$ cat config.mk
export PLATFORM = sky130hd
export DESIGN_NAME = ttrng_sample_ctrl
export DESIGN_NICKNAME = d
export VERILOG_FILES = /design/src/rtl/ttrng_pkg.sv /design/src/rtl/ttrng_vn_packer.sv /design/src/rtl/ttrng_sample_ctrl.sv
export SDC_FILE = /design/constraint.sdc
export NUM_CORES = 1
export LEC_CHECK = 0
export CORE_MARGIN = 3
export CORE_UTILIZATION = 30
export CTS_CLUSTER_SIZE = 20
export DETAILED_ROUTE_END_ITERATION = 8
export PLACE_DENSITY = 0.45
export SETUP_SLACK_MARGIN = 0.15
export SLEW_MARGIN = 25
export SYNTH_ARGS = -nofsm -noshare
export SYNTH_HDL_FRONTEND = slang
export SYNTH_SLANG_ARGS = --single-unit
$ cat constraint.sdc
create_clock -name clk -period 2.85 [get_ports clk]
set_input_delay 0.57 -clock clk [delete_from_list [all_inputs] [get_ports clk]]
set_output_delay 0.57 -clock clk [all_outputs]
set_load 0.005 [all_outputs]
$ cat src/rtl/ttrng_pkg.sv
// ttrng_pkg: state encoding, latch drive constants and counter sizing for the ttrng sequencer
package ttrng_pkg;
  typedef enum logic [2:0] {IDLE, INIT, EXCITE, SETTLE, SAMPLE, WAIT} state_t;
  localparam logic [1:0] LATCH_HOLD = 2'b01;
  localparam logic [1:0] LATCH_EXCITE = 2'b11;
  localparam logic [1:0] LATCH_RELEASE = 2'b00;
  function automatic int cnt_w(input int n);
    return $clog2(n + 1);
  endfunction
endpackage

$ cat src/rtl/ttrng_vn_packer.sv
// ttrng_vn_packer: von Neumann debias, byte packing and one-deep valid/ready output register
module ttrng_vn_packer (
  input  logic       clk,
  input  logic       rst,
  input  logic       bit_valid,
  input  logic       bit_in,
  input  logic       flush,
  input  logic       clear,
  input  logic       out_ready,
  output logic [7:0] out_data,
  output logic       out_valid,
  output logic       stall,
  output logic       free
);
  logic pair, first, emit, fill, full, load;
  logic [7:0] acc, acc_n;
  logic [3:0] cnt;
  always_comb begin
    free = !out_valid || out_ready;
    emit = bit_valid && pair && (first != bit_in);
    acc_n = {acc[6:0], first};
    fill = emit && cnt == 4'd7;
    full = cnt == 4'd8;
    stall = fill && !free;
    load = (fill || full) && free;
  end
  always_ff @(posedge clk) begin
    if (rst) begin
      pair <= 1'b0;
      first <= 1'b0;
      acc <= '0;
      cnt <= '0;
      out_data <= '0;
      out_valid <= 1'b0;
    end else begin
      if (out_ready) out_valid <= 1'b0;
      if (load) begin
        out_data <= full ? acc : acc_n;
        out_valid <= 1'b1;
      end
      if (clear || flush) pair <= 1'b0;
      else if (bit_valid) pair <= !pair;
      if (bit_valid) first <= bit_in;
      // a full accumulator (cnt==8) is parked until the output register frees up
      if (clear) begin
        acc <= '0;
        cnt <= '0;
      end else if (load) cnt <= '0;
      else if (emit) begin
        acc <= acc_n;
        cnt <= cnt + 4'd1;
      end
    end
  end
endmodule

$ cat src/rtl/ttrng_sample_ctrl.sv
// ttrng_sample_ctrl: sequences the SR-latch entropy cell and emits debiased, health-checked bytes
module ttrng_sample_ctrl
  import ttrng_pkg::*;
#(
  parameter int INIT_CYCLES   = 4,
  parameter int EXCITE_CYCLES = 2,
  parameter int SETTLE_CYCLES = 8,
  parameter int REP_LIMIT     = 32
) (
  input  logic       clk,
  input  logic       rst,
  input  logic       en,
  input  logic       raw_bit,
  output logic       latch_s,
  output logic       latch_r,
  output logic [7:0] out_data,
  output logic       out_valid,
  input  logic       out_ready,
  output logic       health_fail,
  input  logic       health_clr,
  output logic       busy
);
  localparam int PW = cnt_w(INIT_CYCLES + EXCITE_CYCLES + SETTLE_CYCLES);
  localparam int RW = cnt_w(REP_LIMIT);
  state_t state, state_n;
  logic [PW-1:0] phase;
  logic [RW-1:0] rep_cnt, rep_n;
  logic [1:0] raw_sync, drive_n;
  logic last_bit, sample, fail_now, flush, lat, stall, free;
  always_comb begin
    sample = state == SAMPLE;
    rep_n = (rep_cnt != '0 && raw_sync[1] == last_bit) ?
            (rep_cnt == RW'(REP_LIMIT) ? rep_cnt : rep_cnt + RW'(1)) : RW'(1);
    fail_now = sample && rep_n == RW'(REP_LIMIT);
    lat = int'(phase) == (state == INIT ? INIT_CYCLES : state == EXCITE ? EXCITE_CYCLES : SETTLE_CYCLES) - 1;
    state_n = state;
    case (state)
      IDLE:    if (en && !health_fail) state_n = INIT;
      INIT:    if (lat) state_n = EXCITE;
      EXCITE:  if (lat) state_n = SETTLE;
      SETTLE:  if (lat) state_n = SAMPLE;
      SAMPLE:  state_n = fail_now ? IDLE : stall ? WAIT : en ? INIT : IDLE;
      WAIT:    if (free) state_n = en ? INIT : IDLE;
      default: state_n = IDLE;
    endcase
    flush = state != IDLE && state_n == IDLE;
    drive_n = state_n == EXCITE ? LATCH_EXCITE :
              (state_n == SETTLE || state_n == SAMPLE) ? LATCH_RELEASE : LATCH_HOLD;
  end
  always_ff @(posedge clk) begin
    if (rst) begin
      state <= IDLE;
      phase <= '0;
      raw_sync <= '0;
      last_bit <= 1'b0;
      rep_cnt <= '0;
      health_fail <= 1'b0;
      {latch_s, latch_r} <= LATCH_HOLD;
    end else begin
      state <= state_n;
      phase <= state_n != state ? '0 : phase + 1'b1;
      raw_sync <= {raw_sync[0], raw_bit};
      {latch_s, latch_r} <= drive_n;
      // a failure detected in the clearing cycle still latches
      health_fail <= fail_now || (health_fail && !health_clr);
      rep_cnt <= (health_clr && !fail_now) ? '0 : sample ? rep_n : rep_cnt;
      if (sample) last_bit <= raw_sync[1];
    end
  end
  assign busy = state != IDLE;
  ttrng_vn_packer u_packer (
    .clk       (clk),
    .rst       (rst),
    .bit_valid (sample),
    .bit_in    (raw_sync[1]),
    .flush     (flush),
    .clear     (fail_now),
    .out_ready (out_ready),
    .out_data  (out_data),
    .out_valid (out_valid),
    .stall     (stall),
    .free      (free)
  );
endmodule
==> results.toml, run 1 <==
[logic_synthesis]
yosysUniqueCellTypes = 57
yosysMostFrequentCell = "dfxtp_1"
synthesis.area_per_instance_um2 = 9.78
synth_enable_flop_cells = 0
yosys_top_cell_by_area = "dfxtp_1"
synth_top_cells_by_count = "dfxtp_1, nor2_1, mux2i_1"
postSynth.asyncResetShare = 0
synth.net_count = 241
synth-main-ff-cell = "dfxtp_1"
synthDominantCellAreaShare = 0.365
syn_area_um2 = 2250
ys_seq_area_frac = 0.365
ys.warnings.count = 0
synth_cells = 230
synth.ff_latch_count = 41
netlist_top_cells_area = "dfxtp_1, mux2i_1, a211oi_2, nor2_1, ha_1"

[power]
p_sw_uw = 249
power_frac_clock = 0.393
power.density_nw_per_um2 = 412
power_report.internal_total_uw = 830
power_leakage_nw = 0.907
sw_frac_of_total = 0.231
combinationalPowerShare = 0.059
share_seq_of_total_power = 0.547
vdd_ir_drop_max_mv = 0.190

[placement]
dpl.hpwl_um = 3360
routabilityCongestion = 0.767
port_buffers = 18

[setup_path]
setup.worst_path.end_class = "flip-flop"
crit_family = "compound AO/OA/AOI/OAI gates"
timing.critical_path.buf_inv = 1
highest_cell_delay_on_the_worst_timing_path_ps = 470
critical_path_class = "reg2reg"
cp.arrival_ps = 2390
critPathSlowestCell = "dfxtp_1"
path_max_fanout = 13
timing.critical_path.required_ps = 3040
worst_setup_path_start_kind = "flip-flop"
critical_path.cell_chain = "inv_1 > ha_1 > and3b_1 > a22oi_1 > o21ai_0 > a21o_2 > a311oi_1"

[cells_and_area]
area_growth_syn_to_layout_pct = 16.5
antenna-diode-count = 0
design.final.nets = 260
ff_latch_area_um2 = 821
fill_cells = 732
post_route_cells_drive_above_1_share = 0.176
multi_input_area_um2 = 1320

[drt]
detail_route.drc_violations = 0
num_vias = 1694
drtIter0Drc = 41
total_wirelength_um = 4660
via_per_inst = 4.90
drtAntennaViolNets = 0
wl_per_cell_um = 13.5
dr.pass1.iters = 4

[sta]
hold_violations = 0
final.period_utilization = 0.772
slew_headroom = 0.692
hold_slack_ps = 464
fin_tns_setup_ps = 0
finalCriticalPeriod_ps = 2200
achievable-frequency_mhz = 455
final-setup-viol-count = 0
rsz0062_at_grt = "false"
tightest_slew_ps = 462
slew_viol_final = 0
final.setup_skew_ps = 15.8

[die]
die_width_um = 92.6
die_height_um = 92.6
initial_utilization = 0.320
io_pins = 19
coreArea_um2 = 7020
row_count = 30
design.die.area_um2 = 8570

[clocking]
ctsHoldBuffers = 0
clk_root_buffer_cell = "clkbuf_8"
clk_latency_ps = 290
cts_tree = "done"
clock_path_buffers = 2
cts_htree_levels = 2
post_cts_resized = 0
cts.sinks = 41
numCtsBuffers = 5
postCtsSetupBuffers = 0
cts.reportedPaths.clkPinSlew_ps = 90

[min_path]
worstHoldPathType = "reg2reg"

[global_routing]
wire_length_of_the_first_global_routing_pass_um = 8230
globalRoute.totalOverflow = 0
antenna_violations_before_repair = 0
vias_in_the_first_global_route = 1718
grt_max_degree = 21
groute.usage.overall = 0.118

[run]
max_cap_viol_count = 0

[outcome]
status = "finished clean"
[metal layers]
metal | wire (µm) | part of all wire | track usage | vias to the layer above
met3 | 167 | 0.036 | 0.0301 | 2
met2 | 2150 | 0.46 | 0.184 | 27
li1 | - | - | - | 866
met5 | 0 | 0 | 0 | -
met1 | 2310 | 0.50 | 0.160 | 799
met4 | 25 | 0.0054 | 0.0347 | 0
[through the flow]
| step | utilization | total power [mW] | cells | setup WS (ps) | cell area [µm²] |
|---|---|---|---|---|---|
| floorplan | - | 0.646 | 230 | 978 | 2250 |
| global placement | 0.359 | 0.669 | 338 | 444 | 2520 |
| detailed placement | 0.359 | 0.669 | 338 | 418 | 2520 |
| CTS | 0.373 | 1.10 | 346 | 633 | 2620 |
| global route | 0.373 | 1.13 | 346 | 424 | 2620 |
| finish | 0.373 | 1.08 | 346 | 651 | 2620 |
[sequential cells by signal, summed over array words and instances, names as in the netlist, 2 cells and up]
name,count
phase,4
u_packer.cnt,4
rep_cnt,6
state,3
raw_sync,2
u_packer.out_data,8
u_packer.acc,8
[power groups by stage]
stage / sequential [mW] / clock (mW) / combinational, mW
floorplan: 0.599 / 0 / 0.0467
global placement: 0.604 / 0 / 0.0653
detailed placement: 0.604 / 0 / 0.0652
CTS: 0.591 / 0.443 / 0.0656
global route: 0.592 / 0.463 / 0.0706
finish: 0.591 / 0.424 / 0.0637
[worst reg2reg max path, stage by stage, from the launching register on]
cell      delay, ps
dfxtp_1         470
inv_1           110
ha_1            320
and3b_1         180
a22oi_1         190
o21ai_0         220
a21o_2          350
a311oi_1        250
[cells in the final DEF (no fill, tap or decap), types with 2 or more instances in the layout]
cell              n
dfxtp_1          41
nor2_1           26
mux2i_1          18
clkdlybuf4s50_1  18
nand2_1           9
nor3_1            9
inv_1             8
a211oi_2          8
a21oi_1           7
clkbuf_8          7
buf_4             7
xnor2_1           6
o21ai_0           6
nor2b_1           6
ha_1              5
nand2b_1          4
nand3_1           4
nor3_2            4
xor2_1            4
a22oi_1           3
nand3b_1          3
and2_1            3
nor4_1            3
o31ai_1           3
or3_1             2
or3_4             2
a21bo_2           2
or3b_2            2
a32oi_1           2
a211oi_1          2
a2111oi_4         2
[kinds of logic after synthesis]
family,synth area share
AOI/OAI and AO/OA,0.196
xor gates and xnor gates,0.0462
adders and majority gates,0.0278
buffers and inverters,0.0500
DFF,0.365
muxes,0.0801
and+or+nand+nor,0.235
[cell type report]
class	count	area share
Clock buffer	7	0.0368
Clock inverter	1	0.00191
Inverter	8	0.0115
Multi-Input combinational cell	168	0.502
Sequential cell	41	0.313
Tap cell	96	0.0458
Timing Repair Buffer	25	0.0888
[path summary, 6_finish.rpt]
path                                start                          to  slack, ps  cells past startpoint
hold reg to reg    raw_sync[0]$_SDFF_PP0_      raw_sync[1]$_SDFF_PP0_        460                      1
hold / removal     raw_sync[0]$_SDFF_PP0_      raw_sync[1]$_SDFF_PP0_        460                      1
setup / recovery  rep_cnt[0]$_SDFFE_PP0N_  u_packer.pair$_SDFFE_PP0N_        650                      7
setup reg to reg  rep_cnt[0]$_SDFFE_PP0N_  u_packer.pair$_SDFFE_PP0N_        650                      7
(Power assumes the default switching activity.)
==> run 2, diff against run 1 <==
clock period = 2.03 ns   (was 2.85 ns; I/O delays follow)
==> run 2 against run 1 <==
- die area did not move
- design area is 18% higher
- core utilization rose by 6.7 points
- maximum frequency up 19%
- critical path depth is 1 higher
- sequential share of layout area decreased by 4.2 points
==> results.toml, run 2 (synthesis gave the netlist of run 1 again) <==
[die]
die_height_um = 92.6
io_pins = 19
initial_utilization = 0.320
coreArea_um2 = 7020
design.die.area_um2 = 8570
row_count = 30
die_width_um = 92.6

[placement]
preCtsSetupSlack_ps = -129
routabilityCongestion = 0.757
port_buffers = 18
dpl.hpwl_um = 3630

[drt]
dr.pass1.iters = 4
via_per_inst = 4.82
wl_per_cell_um = 14.1
drtAntennaViolNets = 0
total_wirelength_um = 5350
drtIter0Drc = 55
detail_route.drc_violations = 0
num_vias = 1832

[setup_path]
setup.worst_path.end_class = "flip-flop"
highest_cell_delay_on_the_worst_timing_path_ps = 370
critical_path_class = "reg2reg"
crit_family = "compound AO/OA/AOI/OAI gates"
cp.arrival_ps = 2020
startpoint_of_the_most_critical_setup_path = "rep_cnt[1]$_SDFFE_PP0N_"
worst_reg2reg_startpoint = "rep_cnt[1]$_SDFFE_PP0N_"
path_max_fanout = 5
timing.critical_path.required_ps = 2200
worst_setup_path_start_kind = "flip-flop"
critPathSlowestCell = "dfxtp_4"
timing.critical_path.buf_inv = 2
critical_path.cell_chain = "inv_4 > ha_4 > nand2b_1 > a211o_1 > a221oi_4 > buf_4 > o211a_4 > a311oi_2"

[cells_and_area]
area_growth_syn_to_layout_pct = 37.5
layout.cells.most_common = "buf_4"
top_regs = "u_packer.acc (8), u_packer.out_data (8), rep_cnt (6)"
layout.cells.most_common_list = "buf_4, dfxtp_1, nor2_1"
antenna-diode-count = 0
post_route_cells_drive_above_1_share = 0.370
fill_cells = 711
design.final.nets = 294

[outcome]
status = "finished clean"

[global_routing]
groute.usage.overall = 0.127
vias_in_the_first_global_route = 1827
globalRoute.totalOverflow = 0
antenna_violations_before_repair = 0
wire_length_of_the_first_global_routing_pass_um = 8780
grt_max_degree = 21

[sta]
achievable-frequency_mhz = 539
final.period_utilization = 0.913
slew_viol_final = 0
final.setup_skew_ps = 11.2
finalCriticalPeriod_ps = 1850
fin_tns_setup_ps = 0
hold_slack_ps = 435
hold_violations = 0
slew_headroom = 0.734
timing.final.ws_setup_ps = 176
tightest_slew_ps = 395
rsz0062_at_grt = "true"
final-setup-viol-count = 0

[power]
power.density_nw_per_um2 = 527
total_power_mw = 1.63
power_leakage_nw = 1.11
vdd_ir_drop_max_mv = 0.289

[min_path]
worstHoldPathType = "reg2reg"
worstHoldStart = "raw_sync[0]$_SDFF_PP0_"

[clocking]
numCtsBuffers = 5
clk_latency_ps = 300
cts.reportedPaths.clkPinSlew_ps = 90
cts.sinks = 41
clock_path_buffers = 2
cts_htree_levels = 2
cts_tree = "done"
ctsHoldBuffers = 0
clk_root_buffer_cell = "clkbuf_8"

[run]
max_cap_viol_count = 0
## run 2: timing repair
action                     CTS  global route
gates resized for setup     20            27
setup buffers                2             3
cloned                       1             1
hold endpoints to repair     0             0
pin swaps                    7            15
setup endpoints to repair   26            35
## run 2: power breakdown
part | internal (mW) | total [mW] | switching, mW
registers | 0.810 | 0.826 | 0.0157
logic | 0.0599 | 0.114 | 0.0541
clock network | 0.369 | 0.690 | 0.321
total | 1.24 | 1.63 | 0.391
## run 2: layout make-up
type,count,area (µm²),share of cell area
repair buffers,58,526,0.170
clock inverters,3,46.3,0.0150
well taps,96,120,0.0388
inverters,8,35.0,0.0113
multi-input cells,169,1460,0.471
clock buffers,5,68.8,0.0222
flip-flops and latches,41,840,0.271
## run 2: path summary, 6_finish.rpt
kind / endpoint / slack [ps] / depth (start not counted)
worst max-delay path: u_packer.pair$_SDFFE_PP0N_ / 180 / 8
worst max register to register: u_packer.pair$_SDFFE_PP0N_ / 180 / 8
worst min-delay path: raw_sync[1]$_SDFF_PP0_ / 440 / 1
worst min register to register: raw_sync[1]$_SDFF_PP0_ / 440 / 1
## run 2: layer usage
metal / vias to the layer above / wire, µm / share of wire / track usage
li1: 938 / - / - / -
met1: 871 / 2750 / 0.51 / 0.179
met2: 16 / 2410 / 0.45 / 0.192
met3: 7 / 133 / 0.025 / 0.0309
met4: 0 / 66 / 0.012 / 0.0408
met5: - / 0 / 0 / 0
## run 2: worst register-to-register path, cell delays in order, from the launching register on
cell and delay (ps):
dfxtp_4 370, inv_4 60, ha_4 140, nand2b_1 50, a211o_1 320, a221oi_4 330, buf_4 180, o211a_4 170
a311oi_2 90
## run 2: per-stage QoR
step | cell area [µm²] | std cells | utilization
floorplan | 2250 | 230 | -
global placement | 2740 | 365 | 0.390
detailed placement | 2740 | 365 | 0.390
CTS | 2940 | 376 | 0.418
global route | 3090 | 380 | 0.441
finish | 3090 | 380 | 0.441
